## src/rtl/ram_arbiter.sv

```systemverilog
// Shares one external RAM bus among NUM_CH requesters and adds a per-transaction timeout.
// Define ARB_ROUND_ROBIN_EN for rotating priority; the default is fixed priority (lowest index wins).
module ram_arbiter #(
    parameter  int NUM_CH  = 2,
    parameter  int ADDR_W  = 32,
    parameter  int DATA_W  = 32,
    parameter  int TIMEOUT = 64,
    localparam int SEL_W   = DATA_W / 8
) (
    input  logic                       clk,
    input  logic                       rst,
    input  logic [NUM_CH-1:0]          ch_req_i,
    input  logic [NUM_CH-1:0]          ch_we_i,
    input  logic [NUM_CH*SEL_W-1:0]    ch_sel_i,
    input  logic [NUM_CH*ADDR_W-1:0]   ch_addr_i,
    input  logic [NUM_CH*DATA_W-1:0]   ch_wdata_i,
    output logic [DATA_W-1:0]          ch_rdata_o,
    output logic [NUM_CH-1:0]          ch_ready_o,
    output logic [NUM_CH-1:0]          ch_err_o,
    output logic                       ram_ce_o,
    output logic                       ram_we_o,
    output logic [SEL_W-1:0]           ram_sel_o,
    output logic [ADDR_W-1:0]          ram_addr_o,
    output logic [DATA_W-1:0]          ram_data_o,
    input  logic [DATA_W-1:0]          ram_data_i,
    input  logic                       ram_ready_i
);

    localparam int GNT_W = $clog2(NUM_CH);
    localparam int CNT_W = (TIMEOUT > 1) ? $clog2(TIMEOUT) : 1;
    localparam logic [CNT_W-1:0] CNT_LAST = CNT_W'((TIMEOUT > 0) ? TIMEOUT - 1 : 0);

    typedef enum logic [1:0] {
        IDLE = 2'd0,
        BUSY = 2'd1,
        DONE = 2'd2
    } state_t;

    state_t state, state_nxt;

    logic [GNT_W-1:0]  grant, grant_nxt, winner;
    logic [CNT_W-1:0]  cnt, cnt_nxt;
    logic              any_req, timed_out;

    logic              ce_nxt, we_nxt;
    logic [SEL_W-1:0]  sel_nxt;
    logic [ADDR_W-1:0] addr_nxt;
    logic [DATA_W-1:0] wdata_nxt, rdata_nxt;
    logic [NUM_CH-1:0] ready_nxt, err_nxt;

    logic [SEL_W-1:0]  sel_arr   [NUM_CH];
    logic [ADDR_W-1:0] addr_arr  [NUM_CH];
    logic [DATA_W-1:0] wdata_arr [NUM_CH];

    for (genvar k = 0; k < NUM_CH; k++) begin : g_unpack
        assign sel_arr[k]   = ch_sel_i[k*SEL_W +: SEL_W];
        assign addr_arr[k]  = ch_addr_i[k*ADDR_W +: ADDR_W];
        assign wdata_arr[k] = ch_wdata_i[k*DATA_W +: DATA_W];
    end

    assign any_req   = |ch_req_i;
    assign timed_out = (TIMEOUT != 0) && (cnt == CNT_LAST);

`ifdef ARB_ROUND_ROBIN_EN
    logic [GNT_W-1:0] rr_ptr, rr_idx;

    // Scan from farthest to nearest so the channel right after rr_ptr ends up winning.
    always_comb begin
        winner = '0;
        rr_idx = '0;
        for (int i = NUM_CH; i >= 1; i--) begin
            rr_idx = GNT_W'((int'(rr_ptr) + i) % NUM_CH);
            if (ch_req_i[rr_idx]) winner = rr_idx;
        end
    end

    always_ff @(posedge clk) begin
        if (rst)
            rr_ptr <= GNT_W'(NUM_CH - 1);
        else if (state == IDLE && any_req)
            rr_ptr <= winner;
    end
`else
    always_comb begin
        winner = '0;
        for (int i = NUM_CH - 1; i >= 0; i--)
            if (ch_req_i[i]) winner = GNT_W'(i);
    end
`endif

    always_ff @(posedge clk) begin
        if (rst) begin
            state      <= IDLE;
            grant      <= '0;
            cnt        <= '0;
            ram_ce_o   <= 1'b0;
            ram_we_o   <= 1'b0;
            ram_sel_o  <= '0;
            ram_addr_o <= '0;
            ram_data_o <= '0;
            ch_rdata_o <= '0;
            ch_ready_o <= '0;
            ch_err_o   <= '0;
        end else begin
            state      <= state_nxt;
            grant      <= grant_nxt;
            cnt        <= cnt_nxt;
            ram_ce_o   <= ce_nxt;
            ram_we_o   <= we_nxt;
            ram_sel_o  <= sel_nxt;
            ram_addr_o <= addr_nxt;
            ram_data_o <= wdata_nxt;
            ch_rdata_o <= rdata_nxt;
            ch_ready_o <= ready_nxt;
            ch_err_o   <= err_nxt;
        end
    end

    always_comb begin
        state_nxt = state;
        case (state)
            IDLE:    if (any_req) state_nxt = BUSY;
            BUSY:    if (ram_ready_i || timed_out) state_nxt = DONE;
            DONE:    state_nxt = IDLE;
            default: state_nxt = IDLE;
        endcase
    end

    // Next values of the registered outputs; the RAM bus is parked at zero outside BUSY.
    always_comb begin
        ce_nxt    = ram_ce_o;
        we_nxt    = ram_we_o;
        sel_nxt   = ram_sel_o;
        addr_nxt  = ram_addr_o;
        wdata_nxt = ram_data_o;
        rdata_nxt = ch_rdata_o;
        grant_nxt = grant;
        cnt_nxt   = cnt;
        ready_nxt = '0;
        err_nxt   = '0;
        case (state)
            IDLE: begin
                if (any_req) begin
                    ce_nxt    = 1'b1;
                    we_nxt    = ch_we_i[winner];
                    sel_nxt   = sel_arr[winner];
                    addr_nxt  = addr_arr[winner];
                    wdata_nxt = wdata_arr[winner];
                    grant_nxt = winner;
                    cnt_nxt   = '0;
                end
            end
            BUSY: begin
                cnt_nxt = cnt + 1'b1;
                if (ram_ready_i || timed_out) begin
                    ready_nxt[grant] = 1'b1;
                    err_nxt[grant]   = ~ram_ready_i;
                    rdata_nxt        = (ram_ready_i && !ram_we_o) ? ram_data_i : '0;
                    ce_nxt           = 1'b0;
                    we_nxt           = 1'b0;
                    sel_nxt          = '0;
                    addr_nxt         = '0;
                    wdata_nxt        = '0;
                end
            end
            DONE: cnt_nxt = '0;
            default: ;
        endcase
    end

endmodule

```

## config.mk

```make
export PLATFORM = sky130hd
export DESIGN_NAME = ram_arbiter
export DESIGN_NICKNAME = d
export VERILOG_FILES = /design/src/rtl/ram_arbiter.sv
export SDC_FILE = /design/constraint.sdc
export NUM_CORES = 1
export LEC_CHECK = 0
export ABC_AREA = 1
export BUFFER_PORTS_ARGS = -buffer_cell sky130_fd_sc_hd__buf_2
export CORE_UTILIZATION = 42
export DETAILED_ROUTE_END_ITERATION = 10
export GPL_TIMING_DRIVEN = 0
export MAX_ROUTING_LAYER = met4
export PLACE_DENSITY = 0.74
export SLEW_MARGIN = 20
export SYNTH_ARGS = -nofsm -noshare
export SYNTH_HDL_FRONTEND = slang
export SYNTH_SLANG_ARGS = --single-unit
```

## constraint.sdc

```tcl
create_clock -name clk -period 1.4 [get_ports clk]
set_input_delay 0.21 -clock clk [delete_from_list [all_inputs] [get_ports clk]]
set_output_delay 0.21 -clock clk [all_outputs]
set_load 0.01 [all_outputs]
```

==> results.cfg, run 1 <==
[run_status]
status = finished, violations left
violations = setup timing

[power]
powerDensity_mw_per_mm2 = 1230
power.leakage_nw = 4.55
ir_drop_uv = 885
total_power_mw = 11.4

[placement]
hpwl_um = 13900
place_congestion = 0.834
io_buffers = 279
dpl_worst_slack_ns = -0.378

[sta]
fin_crit_ns = 1.51
rsz0062_at_grt = yes
max_slew_margin_pct = 59.3
finalHoldViolations = 0
tightest_slew_ns = 0.610
fmax_mhz = 661
fin_crit_sh_pct = 108
skew_ns = 0.00566
finalMaxSlewViolations = 0
setup_violations = 102
worst_slack_ns = -0.112

[global_routing]
gr-usage-met3_pct = 6.51
grt_max_degree = 17
groute.usage.overall_pct = 28.4
antenna_found_initial = 0
use_met2_pct = 46.9
top_usage_layer = met2
grt_pass1_vias = 6454
grt.met1_usage_pct = 34.1
grt_overflow_total = 0
grt_pass1_wl_um = 30900

[synthesis]
synth_commonest_cells = nand2_1, a21oi_1, dfxtp_1
yosysTopAreaCell = dfxtp_1
yosys.area.top_type_share_pct = 39.8
syn_avg_cell_area_sq_um = 6.42
synthesis.area_sq_mm = 0.00579
async_flop_share_pct = 0
yosysWarnings = 0
seq_area_frac_synth_pct = 39.8
synth-seq-cells = 115
synth_fp_nets = 1078
ys.flop_type = dfxtp_1
ys_types = 18
netlist_instances = 902
yosysMostFrequentCell = nand2_1
synth_area_leaders = dfxtp_1, nand2_1, a21oi_1
synth_edf_count = 0

[finish]
antenna_cells = 0
area_growth_pct = 59.3
final_layout_size_suffix_gt1_share_pct = 41.3
fillers = 1165
multi_input_area_sq_mm = 0.00337
nets = 1397
layout.area.seq_sq_mm = 0.00231

[floorplanning]
die_area_sq_mm = 0.0143
ios = 281
coreArea_sq_mm = 0.0133
initial_utilization_pct = 43.4
fp.dieW_um = 119
chipHeight_um = 119
rows = 42

[setup_path]
cp_slowest_cell = dfxtp_4
crit_required_ns = 1.70
endpoint_kind = flop
r2r_start = cnt[1]
critPathTopFamily = flip-flops
cpPeakStageDelay_ns = 0.35
path_buf_inv = 2
critPathArrivalTime_ns = 1.82
path_cells = ha_4 > nand3_4 > o21bai_4 > nand2_4 > buf_16 > buf_12 > a21oi_2 > nor2_1
criticalPathCategory = flop to flop
startpoint = cnt[1]
path_max_fanout = 8
cp-start-kind = flop

[route]
routedWlPerCell_um = 15.0
routed_via_density = 5.05
vias = 7122
drt_iter0_drc = 490
firstDrtPassIters = 6
antenna_left = 0
drc = 0
routed_wl_um = 21200

[min_path]
hold_path.class = input pin to flop
min_from = ram_data_i[16]

[cts]
htree_levels = 4
cts.sinks = 115
cts_tree = built
clkTransAtPathRegs_ns = 0.06
root_buffer = clkbuf_16
clk_latency_ns = 0.42
cts_buffers = 17
cts.hold.buffers_added = 0
cts_buffer_depth = 2

[job]
drv_cap = 0
## cell type report
type | count | share of cell area (%)
multi-input combinational | 632 | 36.5
sequential | 115 | 25.1
timing repair buffer | 301 | 19.8
buffer | 76 | 6.20
clock buffer | 19 | 4.80
inverter | 78 | 3.23
tap | 176 | 2.39
clock inverter | 13 | 1.98
## logic make-up after synthesis
| kind of cell | synth area share (%) |
|---|---|
| compound gates | 16.4 |
| simple gates | 31.8 |
| buf+inv | 11.9 |
| fa+ha+maj | 0.216 |
| flops | 39.8 |
## registers in the layout, indices dropped and copies added, names as in the netlist, 2 cells and up
signal      cells
ch_ready_o      2
ram_addr_o     32
state           2
ram_data_o     32
ch_rdata_o     32
ch_err_o        2
ram_sel_o       4
cnt             6
## power breakdown
part	switching [mW]	leakage, nW	internal [mW]
Combinational	1.72	3.31	1.29
Clock	1.58	0.295	3.02
Sequential	0.162	0.949	3.58
## per-stage QoR
step | utilization (%) | std cells | setup TNS (ns) | cell area [sq um] | hold WS (ns)
after CTS | 64.0 | 1400 | -2.84 | 8550 | 0.0537
final | 69.1 | 1410 | -5.24 | 9220 | 0.0645
after global placement | 55.7 | 1357 | -30.37 | 7430 | 0.444
after detailed placement | 55.7 | 1357 | -31.39 | 7430 | 0.447
after floorplan | - | 902 | 0 | 5810 | 0.382
after global routing | 69.1 | 1410 | -11.95 | 9220 | 0.0598
## cell usage in the layout (no fill, tap or decap), drive strengths merged
cell type,Yosys,final
nor3,2,2
nand2,257,257
dfxtp,115,115
nand3,71,71
o21ai,7,7
inv,78,79
nand4,33,33
o21bai,1,1
clkinvlp,0,4
buf,46,333
ha,1,1
clkbuf,31,63
clkinv,0,4
bufinv,0,4
nor2,80,80
a21oi,180,180
## worst reg2reg max path: stages, from the launching register on
cell and delay [ns]:
dfxtp_4 0.35, ha_4 0.14, nand3_4 0.08, o21bai_4 0.14, nand2_4 0.12, buf_16 0.19, buf_12 0.15, a21oi_2 0.14
nor2_1 0.07
## timing repair
action	4_1_cts	5_1_grt
endpoints found under the setup margin	107	110
gates cloned	5	10
resized for setup	96	118
pin swaps	7	25
buffers inserted	7	0
## path summary, 6_finish.rpt
check | endpoint | slack (ns) | cells after the start
setup / recovery | ram_addr_o[2] | -0.11 | 8
hold / removal | ch_rdata_o[16] | 0.06 | 3
setup reg to reg | ram_addr_o[2] | -0.11 | 8
hold reg to reg | ch_rdata_o[16] | 0.46 | 2
## per-layer routing
metal | share of wire [%] | routed length [um] | vias up
met1 | 42 | 8880 | 3251
met3 | 5.9 | 1240 | 42
met4 | 2.1 | 446 | 0
li1 | - | - | 3551
met2 | 50 | 10600 | 278
met5 | 0 | 0 | -
Power figures use the tool's default switching activity.
==> inputs of run 2 (changes only) <==
ABC_AREA = default   (was 1)
BUFFER_PORTS_ARGS = default   (was -buffer_cell sky130_fd_sc_hd__buf_2)
CORE_AREA = 2 2 110 112   (was default)
CORE_UTILIZATION = default   (was 42)
DIE_AREA = 0 0 112 114   (was default)
DONT_BUFFER_PORTS = 1   (was default)
PLACE_DENSITY = 0.54   (was 0.74)
==> run 2 against run 1 <==
  * The flow still finishes with violations (setup timing)
  * Utilization down 12 points
  * Clock skew about the same
  * Via count down 42%
  * Global-route usage down 4.9 points
  * First-iteration DRC count down 43%
  * Cell area down 27%
  * Synthesized cell count down 50%
  * Combinational power down 63%
  * Wire length down 28%
  * Non-clock buffer count down 248
  * Worst hold slack worse by 0.050 ns
  * Largest power group unchanged
==> results.cfg, run 2 <==
[run_status]
status = finished, violations left
violations = setup timing

[global_routing]
grt_max_degree = 17
grt_pass1_vias = 4197
grt_pass1_wl_um = 22400
grt_overflow_total = 0
antenna_found_initial = 0
groute.usage.overall_pct = 23.5

[route]
routed_via_density = 5.78
drt_iter0_drc = 280
routed_wl_um = 15200
firstDrtPassIters = 4
vias = 4118
antenna_left = 0
drc = 0
routedWlPerCell_um = 21.3

[synthesis]
yosysWarnings = 0
ys_types = 38
yosysMostFrequentCell = dfxtp_1
syn_avg_cell_area_sq_um = 10.5
synth_area_leaders = dfxtp_1, o2bb2ai_1, a22oi_1
yosys.area.top_type_share_pct = 48.7
synth_commonest_cells = dfxtp_1, o2bb2ai_1, a22oi_1
synth-seq-cells = 115
async_flop_share_pct = 0
synth_fp_nets = 625
yosysTopAreaCell = dfxtp_1
synthesis.area_sq_mm = 0.00473
synth_edf_count = 0
netlist_instances = 449
ys.flop_type = dfxtp_1
seq_area_frac_synth_pct = 48.7

[finish]
layout.area.seq_sq_mm = 0.00231
multi_input_area_sq_mm = 0.00243
fin_util_pct = 57.1
area_growth_pct = 41.4
final_layout_size_suffix_gt1_share_pct = 24.6
fin_area_sq_mm = 0.00669
final_cell_mix = dfxtp_1, dlygate4sd3_1, a22oi_1, o2bb2ai_2, nand2b_1
largest_registers = ch_rdata_o: 32 flops, ram_addr_o: 32 flops, ram_data_o: 32 flops
antenna_cells = 0
nets = 729
fillers = 974
final_common_cell = dfxtp_1

[sta]
tightest_slew_ns = 0.532
worst_slack_ns = -0.212
max_slew_margin_pct = 64.6
rsz0062_at_grt = yes
fin_crit_sh_pct = 115
finalMaxSlewViolations = 0
skew_ns = 0.00584
finalHoldViolations = 0
fmax_mhz = 621
fin_crit_ns = 1.61
setup_tns_ns = -14.16
setup_violations = 104

[cts]
cts_tree = built
root_buffer = clkbuf_16
clkTransAtPathRegs_ns = 0.05
cts_buffers = 17
htree_levels = 4
clk_latency_ns = 0.41
cts_buffer_depth = 2
cts.sinks = 115

[placement]
place_congestion = 0.757
hpwl_um = 10200
dpl_worst_slack_ns = -0.337
dpl_cell_area_sq_mm = 0.00497
io_buffers = 0

[power]
power.leakage_nw = 2.40
clkPwrFrac_pct = 44.0
p_int_mw = 6.49
ir_drop_uv = 823
p_sw_mw = 2.27
power_frac_comb_pct = 12.9
powerDensity_mw_per_mm2 = 1310
p_seq_share_pct = 43.0
swShare_pct = 25.9

[setup_path]
cpPeakStageDelay_ns = 0.35
critPathTopFamily = compound AO/OA/AOI/OAI gates
crit_required_ns = 1.73
criticalPathCategory = flop to flop
path_buf_inv = 2
cp_slowest_cell = dfxtp_4
critPathArrivalTime_ns = 1.95
endpoint_kind = flop
path_max_fanout = 10
path_cells = ha_4 > nand4_1 > o21ai_2 > a21oi_4 > buf_4 > buf_8 > o2bb2ai_2
cp-start-kind = flop

[floorplanning]
rows = 40
ios = 281
die_area_sq_mm = 0.0128
initial_utilization_pct = 40.4
coreArea_sq_mm = 0.0117
fp.dieW_um = 112
chipHeight_um = 114

[min_path]
hold_path.class = input pin to flop

[job]
drv_cap = 0
[run 2: routing by layer]
layer	routed length [um]	vias up	part of all wire (%)	GRT usage, %
met5	0	-	0	-
li1	-	1908	-	-
met3	1130	20	7.4	6.70
met4	267	0	1.8	8.37
met2	7870	229	52	41.9
met1	5940	1961	39	25.0
[run 2: area by class of cell]
type	count	share of cell area [%]
Multi-Input combinational cell	288	36.3
Sequential cell	115	34.5
Timing Repair Buffer	86	13.3
Clock buffer	27	7.52
Buffer	43	5.12
Tap cell	147	2.75
Clock inverter	5	0.374
Inverter	2	0.112
[run 2: cells by family (layout without fill, tap and decap cells)]
logic type      Yosys count  after routing  share of synthesized area [%]
mux                      27             27                           5.74
fa+ha+maj                 1              1                          0.264
buf+inv                  46            163                           5.34
flops                   115            115                           48.7
compound gates          167            167                           28.8
simple gates             93             93                           11.2
[run 2: per-stage QoR]
step	hold slack, ns	power, mW	cells
floorplan	0.287	4.33	449
global placement	0.295	4.56	596
detailed placement	0.290	4.57	596
CTS	0.000395	8.72	709
global route	0.00742	9.08	713
finish	0.0149	8.76	713
[run 2: power by group through the flow]
stage	sequential (mW)	combinational, mW	clock [mW]
4_1_cts	3.76	1.06	3.91
2_1_floorplan	3.75	0.582	0
5_1_grt	3.78	1.22	4.08
6_report	3.77	1.13	3.86
3_3_place_gp	3.82	0.734	0
3_5_place_dp	3.82	0.754	0
[run 2: worst paths after layout]
kind,startpoint,end,slack [ns],depth (start not counted)
worst max-delay path,cnt[1],ram_data_o[0],-0.21,7
worst min-delay path,ch_req_i[1],state[0],0.01,2
worst max register to register,cnt[1],ram_data_o[0],-0.21,7
worst min register to register,cnt[5],cnt[5],0.49,2
[run 2: what timing repair did]
item                                    CTS  global route
endpoints found under the setup margin  106           107
hold buffers                             63             1
endpoints found under the hold margin    59             1
setup buffers                            16             3
pin swaps                                 7             4
gates resized for setup                  46            33
cloned                                    3             1
